--- config.mk ---
export PLATFORM = sky130hd
export DESIGN_NAME = div_earlyterm
export DESIGN_NICKNAME = d
export VERILOG_FILES = /design/src/rtl/div_earlyterm.sv
export SDC_FILE = /design/constraint.sdc
export NUM_CORES = 2
export LEC_CHECK = 0
export ABC_AREA = 1
export ABC_CLOCK_PERIOD_IN_PS = 12500
export BUFFER_PORTS_ARGS = -buffer_cell sky130_fd_sc_hd__buf_4
export CELL_PAD_IN_SITES_DETAIL_PLACEMENT = 2
export CELL_PAD_IN_SITES_GLOBAL_PLACEMENT = 2
export CORE_UTILIZATION = 34
export CTS_BUF_LIST = sky130_fd_sc_hd__clkbuf_16
export DETAILED_ROUTE_END_ITERATION = 10
export HOLD_SLACK_MARGIN = 0.05
export PLACE_DENSITY = 0.86
export SLEW_MARGIN = 20
export SYNTH_ARGS = -nofsm -noshare
export SYNTH_HDL_FRONTEND = slang
export SYNTH_SLANG_ARGS = --single-unit
--- constraint.sdc ---
create_clock -name clk -period 12.5 [get_ports clk]
set_clock_uncertainty 0.15 [all_clocks]
set_input_delay 1.25 -clock clk [delete_from_list [all_inputs] [get_ports clk]]
set_output_delay 1.25 -clock clk [all_outputs]
set_load 0.01 [all_outputs]
--- src/rtl/div_earlyterm.sv ---
`default_nettype none
// +----------------------------------------------------------------------------+
// | div_earlyterm: radix-2^K restoring divider with leading-zero skip          |
// | Revision: 1.0                                                              |
// +----------------------------------------------------------------------------+
module div_earlyterm #(
  parameter int XLEN         = 64,
  parameter int BITSPERCYCLE = 2
) (
  input  logic            clk,
  input  logic            reset,
  input  logic            Flush,
  input  logic            InValid,
  output logic            InReady,
  input  logic            Signed,
  input  logic            W64,
  input  logic [XLEN-1:0] X,
  input  logic [XLEN-1:0] D,
  output logic            OutValid,
  input  logic            OutReady,
  output logic [XLEN-1:0] Quot,
  output logic [XLEN-1:0] Rem
);

  localparam int c_K    = BITSPERCYCLE;
  localparam int c_LOGK = $clog2(BITSPERCYCLE);
  localparam int c_CNTW = $clog2(XLEN / BITSPERCYCLE + 1);
  localparam int c_LZW  = $clog2(XLEN + 1);

  typedef enum logic [1:0] {
    IDLE = 2'd0,
    PREP = 2'd1,
    BUSY = 2'd2,
    DONE = 2'd3
  } state_t;

  state_t            r_state;
  logic              r_inReady, r_outValid;
  logic              r_signed, r_w64;
  logic [XLEN-1:0]   r_x, r_d;
  logic              r_div0, r_negQ, r_negR;
  logic [XLEN-1:0]   r_dAbs, r_q, r_rem;
  logic [c_CNTW-1:0] r_cnt;

  logic              w_w64;
  logic [XLEN-1:0]   w_xExt, w_dExt, w_xAbs, w_dAbs, w_xPre;
  logic              w_sx, w_sd, w_div0;
  logic [c_LZW-1:0]  w_lz, w_lzN, w_skip, w_nBits, w_shAmt;
  logic [c_CNTW-1:0] w_iters;
  logic [XLEN-1:0]   w_q, w_rem;
  logic [XLEN:0]     w_trial;
  logic [XLEN-1:0]   w_qRes, w_rRes;

  generate
    if (XLEN == 64) begin : g_w64
      assign w_w64 = W64;
    end else begin : g_nw64
      assign w_w64 = 1'b0;
    end
  endgenerate

  // Sign- or zero-extend the low 32 bits when w is set.
  function automatic logic [XLEN-1:0] wext(input logic [XLEN-1:0] v, input logic w,
                                           input logic sgn);
    logic [XLEN-1:0] res;
    res = v;
    if (w)
      for (int i = 32; i < XLEN; i++) res[i] = sgn & v[31];
    return res;
  endfunction

  assign w_xExt = wext(r_x, r_w64, r_signed);
  assign w_dExt = wext(r_d, r_w64, r_signed);
  assign w_sx   = r_signed & w_xExt[XLEN-1];
  assign w_sd   = r_signed & w_dExt[XLEN-1];
  assign w_xAbs = w_sx ? (~w_xExt + 1'b1) : w_xExt;
  assign w_dAbs = w_sd ? (~w_dExt + 1'b1) : w_dExt;
  assign w_div0 = r_w64 ? (r_d[31:0] == 32'd0) : (r_d == '0);

  always_comb begin
    w_lz = c_LZW'(XLEN);
    for (int i = 0; i < XLEN; i++)
      if (w_xAbs[i]) w_lz = c_LZW'(XLEN - 1 - i);
  end

  // W-type magnitudes live in the low 32 bits, so their upper zeros are not counted.
  assign w_lzN   = r_w64 ? (w_lz - c_LZW'(XLEN - 32)) : w_lz;
  assign w_skip  = w_lzN & ~c_LZW'(c_K - 1);
  assign w_nBits = r_w64 ? c_LZW'(32) : c_LZW'(XLEN);
  assign w_iters = c_CNTW'((w_nBits - w_skip) >> c_LOGK);
  assign w_shAmt = c_LZW'(XLEN) - w_nBits + w_skip;
  assign w_xPre  = w_xAbs << w_shAmt;

  // K restoring steps: dividend bits leave the top of r_q, quotient bits enter the bottom.
  always_comb begin
    w_q     = r_q;
    w_rem   = r_rem;
    w_trial = '0;
    for (int s = 0; s < c_K; s++) begin
      w_trial = {w_rem, w_q[XLEN-1]};
      if (w_trial >= {1'b0, r_dAbs}) begin
        w_trial = w_trial - {1'b0, r_dAbs};
        w_q     = {w_q[XLEN-2:0], 1'b1};
      end else begin
        w_q     = {w_q[XLEN-2:0], 1'b0};
      end
      w_rem = w_trial[XLEN-1:0];
    end
  end

  always_comb begin
    if (r_div0) begin
      w_qRes = '1;
      w_rRes = r_x;
    end else begin
      w_qRes = r_negQ ? (~r_q + 1'b1) : r_q;
      w_rRes = r_negR ? (~r_rem + 1'b1) : r_rem;
    end
  end

  assign Quot     = (r_state == DONE) ? wext(w_qRes, r_w64, 1'b1) : '0;
  assign Rem      = (r_state == DONE) ? wext(w_rRes, r_w64, 1'b1) : '0;
  assign InReady  = r_inReady;
  assign OutValid = r_outValid;

  always_ff @(posedge clk or posedge reset) begin
    if (reset) begin
      r_state    <= IDLE;
      r_inReady  <= 1'b1;
      r_outValid <= 1'b0;
      r_signed   <= 1'b0;
      r_w64      <= 1'b0;
      r_x        <= '0;
      r_d        <= '0;
      r_div0     <= 1'b0;
      r_negQ     <= 1'b0;
      r_negR     <= 1'b0;
      r_dAbs     <= '0;
      r_q        <= '0;
      r_rem      <= '0;
      r_cnt      <= '0;
    end else if (Flush) begin
      r_state    <= IDLE;
      r_inReady  <= 1'b1;
      r_outValid <= 1'b0;
    end else begin
      case (r_state)
        IDLE: begin
          if (InValid && r_inReady) begin
            r_signed  <= Signed;
            r_w64     <= w_w64;
            r_x       <= X;
            r_d       <= D;
            r_inReady <= 1'b0;
            r_state   <= PREP;
          end
        end
        PREP: begin
          r_div0 <= w_div0;
          r_negQ <= w_sx ^ w_sd;
          r_negR <= w_sx;
          r_dAbs <= w_dAbs;
          r_q    <= w_xPre;
          r_rem  <= '0;
          r_cnt  <= w_iters;
          if (w_div0 || (w_iters == '0)) begin
            r_outValid <= 1'b1;
            r_state    <= DONE;
          end else begin
            r_state    <= BUSY;
          end
        end
        BUSY: begin
          r_q   <= w_q;
          r_rem <= w_rem;
          r_cnt <= r_cnt - 1'b1;
          if (r_cnt == c_CNTW'(1)) begin
            r_outValid <= 1'b1;
            r_state    <= DONE;
          end
        end
        DONE: begin
          if (OutReady) begin
            r_outValid <= 1'b0;
            r_inReady  <= 1'b1;
            r_state    <= IDLE;
          end
        end
        default: r_state <= IDLE;
      endcase
    end
  end

endmodule
`default_nettype wire

==> impl_metrics.tcl <==
set metrics [dict create \
    ys.flop_type "sky130_fd_sc_hd__dfrtp_1" \
    worst_path_max_delay_cell "sky130_fd_sc_hd__nor2_4" \
    holdPathStages 2 \
    flow.area_growth_from_synthesis_pct 13.1 \
    std_cell_rows 115 \
    ys_top_cells_by_area "sky130_fd_sc_hd__dfrtp_1 (25%), sky130_fd_sc_hd__nand2_1 (13%), sky130_fd_sc_hd__inv_1 (7.6%)" \
    cp_num_cells 60 \
    seq_area_mm2 0.00839 \
    ys_seq_elements 335 \
    hpwlAfterDp_mm 140 \
    fin_crit_sh 0.908 \
    critical_path.top_delay_family "simple AND/OR/NAND/NOR gates" \
    timing.critical_path.buf_inv 2 \
    synth_enable_flop_cells 0 \
    timing.fmax_mhz 88.1 \
    synth_top_cell_by_area "sky130_fd_sc_hd__dfrtp_1" \
    finalSetupViolCount 0 \
    dr.first_iter.drc_count 2772 \
    initial_utilization 0.342 \
    post-synth-top-area-fraction 0.248 \
    pin_count_of_the_biggest_net_entering_global_routing 97 \
    worst_hold_path_type "reg2reg" \
    proportion_of_layout_cells_with_a_drive_suffix_above_1 0.106 \
    cts_root_buffer "sky130_fd_sc_hd__clkbuf_16" \
    timing.reg2reg.worst_path_depth 60 \
    drt_pre_antenna_iters 8 \
    clock_sinks 335 \
    setup.worst_path.class "reg2reg" \
    number_of_nets_still_failing_antenna_checks_after_routing 0 \
    final_hold_viol_count 0 \
    chipHeight_um 317 \
    multi_input_area_mm2 0.0216 \
    rsz_0062_raised_after_global_routing "false" \
    cts_max_path_buffers 3 \
    global_route_overflow 0 \
    htree_levels 2 \
    worst_slew_margin_relative_to_its_limit 0.193 \
    max_cap_violations 0 \
    synth.yosys.warnings 0 \
    number_of_antenna_violations_at_the_first_check_in_global_routing 11 \
    layout.cells.most_common "sky130_fd_sc_hd__nand2_1" \
    numCtsBuffers 44 \
    cts_hold_buf 0 \
    setup.worst_path.start_class "flip-flop" \
    critical_path_arrival_ns 11.71 \
    clock_transition_time_at_the_flip_flop_clock_pins_of_the_worst_setup_and_hold_paths_ns 0.07 \
    netlist-cell-type-count 76 \
    synthesis.area_mm2 0.0337 \
    avgSynthCellArea_um2 6.43 \
    postSynth.asyncResetShare 1.00 \
    clkLatencyLatePin_ns 0.64 \
    critical_path_peak_fanout 49 \
    period_minus_slack_ns 11.35 \
    port_buffers 264 \
    routabilityCongestion 0.977 \
    number_of_global_route_vias_before_repair 40800 \
    fillers 12200 \
    tritoncts "yes" \
    grt.total_usage 0.345 \
    cp_slowest_stage_delay_ns 0.73 \
    endpoint_kind "flip-flop" \
    grt_pass1_wl_mm 262 \
    synth_nets 5520 \
    worst_ep_required_time_ns 12.86 \
    totalWireLength_mm 177 \
    layout_common_cells "sky130_fd_sc_hd__nand2_1 (1203), sky130_fd_sc_hd__inv_1 (686), sky130_fd_sc_hd__nor2_1 (525)" \
    run_status "finished clean" \
    placeableCoreArea_mm2 0.0983 \
    route.detailed.wl_per_inst_um 26.5 \
    worst-slew-pin-transition_ns 1.20 \
    fin_setup_tns_ns 0 \
    num_vias 38900 \
    fp.dieArea_mm2 0.100 \
    cts_setup_buffers 0 \
    slew_viol_final 0 \
    cpMostUsedCell "sky130_fd_sc_hd__nand2_1" \
    drt-vias-per-instance 5.82 \
    cts_repair_resize_count 0 \
    finish.net_count 5646 \
    drc_errors 0 \
    postSynthCellCount 5234 \
    ioPinCount 265 \
    sequential_fraction_of_the_synthesis_area 0.249 \
    die_x_um 317 \
]
==> worst paths after layout <==
check,slack (ns),from,end
setup reg to reg,1.15,r_rem[1],r_rem[31]
hold / removal,0.34,r_dAbs[25],r_dAbs[25]
hold reg to reg,0.34,r_dAbs[25],r_dAbs[25]
min in group asynchronous,0.61,reset,r_dAbs[25]
max in group asynchronous,9.27,reset,r_q[15]
setup / recovery,1.15,r_rem[1],r_rem[31]
==> kinds of logic (layout without fill, tap and decap cells) <==
family,count (synthesis),in the layout,synth area share
xor+xnor,262,262,0.0689
buf+inv,930,1088,0.110
flops,335,335,0.249
fa+ha+maj,151,151,0.0566
mux,70,70,0.0234
simple gates,2449,2449,0.313
compound gates,1037,1037,0.179
other cells,0,4,0
==> metal layers <==
| metal | up-vias | part of all wire | GRT usage |
|---|---|---|---|
| met3 | 308 | 0.054 | 0.0436 |
| met2 | 1204 | 0.45 | 0.559 |
| met4 | 6 | 0.051 | 0.166 |
| met1 | 19800 | 0.44 | 0.454 |
| met5 | - | 0.00029 | 0 |
| li1 | 17500 | - | - |
==> worst min-delay path, cell delays in order, from the launching register on <==
cell                      delay (ns)
sky130_fd_sc_hd__dfrtp_1        0.34
sky130_fd_sc_hd__nand2_1        0.05
sky130_fd_sc_hd__o21ai_0        0.06
==> metrics by stage <==
| stage | util | area [um^2] | hold slack (ns) | worst slack, ns | std cells |
|---|---|---|---|---|---|
| 2_1_floorplan | - | 33700 | 0.303 | 1.82 | 5234 |
| 3_3_place_gp | 0.372 | 36600 | 0.317 | 1.91 | 6601 |
| 3_5_place_dp | 0.372 | 36600 | 0.327 | 1.33 | 6601 |
| 4_1_cts | 0.387 | 38000 | 0.342 | 1.22 | 6679 |
| 5_1_grt | 0.387 | 38100 | 0.353 | 0.377 | 6681 |
| 6_report | 0.387 | 38100 | 0.342 | 1.15 | 6683 |
==> sequential cells by signal, summed over array words and instances (netlist names) <==
signal,count
r_state,2
r_dAbs,64
InReady,1
r_div0,1
r_d,64
r_rem,64
r_negR,1
r_x,64
r_w64,1
r_signed,1
OutValid,1
r_cnt,6
r_q,64
r_negQ,1
==> synth_stat cells, types with 8 or more instances <==
cell	instances
sky130_fd_sc_hd__nor4_1	45
sky130_fd_sc_hd__xor2_1	184
sky130_fd_sc_hd__inv_1	685
sky130_fd_sc_hd__dfrtp_1	334
sky130_fd_sc_hd__buf_1	18
sky130_fd_sc_hd__nand3b_1	8
sky130_fd_sc_hd__mux2_2	70
sky130_fd_sc_hd__o22ai_1	61
sky130_fd_sc_hd__o21a_1	16
sky130_fd_sc_hd__o21ai_0	361
sky130_fd_sc_hd__xnor2_1	75
sky130_fd_sc_hd__clkbuf_1	129
sky130_fd_sc_hd__nand2_1	1204
sky130_fd_sc_hd__o31ai_1	17
sky130_fd_sc_hd__nor2_1	531
sky130_fd_sc_hd__buf_2	54
sky130_fd_sc_hd__ha_1	149
sky130_fd_sc_hd__inv_2	16
sky130_fd_sc_hd__o221ai_1	59
sky130_fd_sc_hd__nand2_2	13
sky130_fd_sc_hd__nand3_1	465
sky130_fd_sc_hd__or2_2	21
sky130_fd_sc_hd__nor3_1	76
sky130_fd_sc_hd__buf_4	13
sky130_fd_sc_hd__o21bai_1	16
sky130_fd_sc_hd__a31oi_1	86
sky130_fd_sc_hd__o211ai_1	31
sky130_fd_sc_hd__a211oi_1	11
sky130_fd_sc_hd__o21ai_1	19
sky130_fd_sc_hd__nand4_1	33
sky130_fd_sc_hd__nor2_2	9
sky130_fd_sc_hd__a21oi_1	316
==> final cells by class <==
class,count,area share
diodes,4,0.000263
clock buffers,45,0.0296
clock inverters,33,0.00871
inverters,704,0.0698
multi-input cells,3969,0.569
flip-flops and latches,335,0.220
well taps,1287,0.0423
repair buffers,306,0.0604
Power is not shown: default switching activity piles up to over one toggle a cycle in this logic, so the estimate is an artifact.
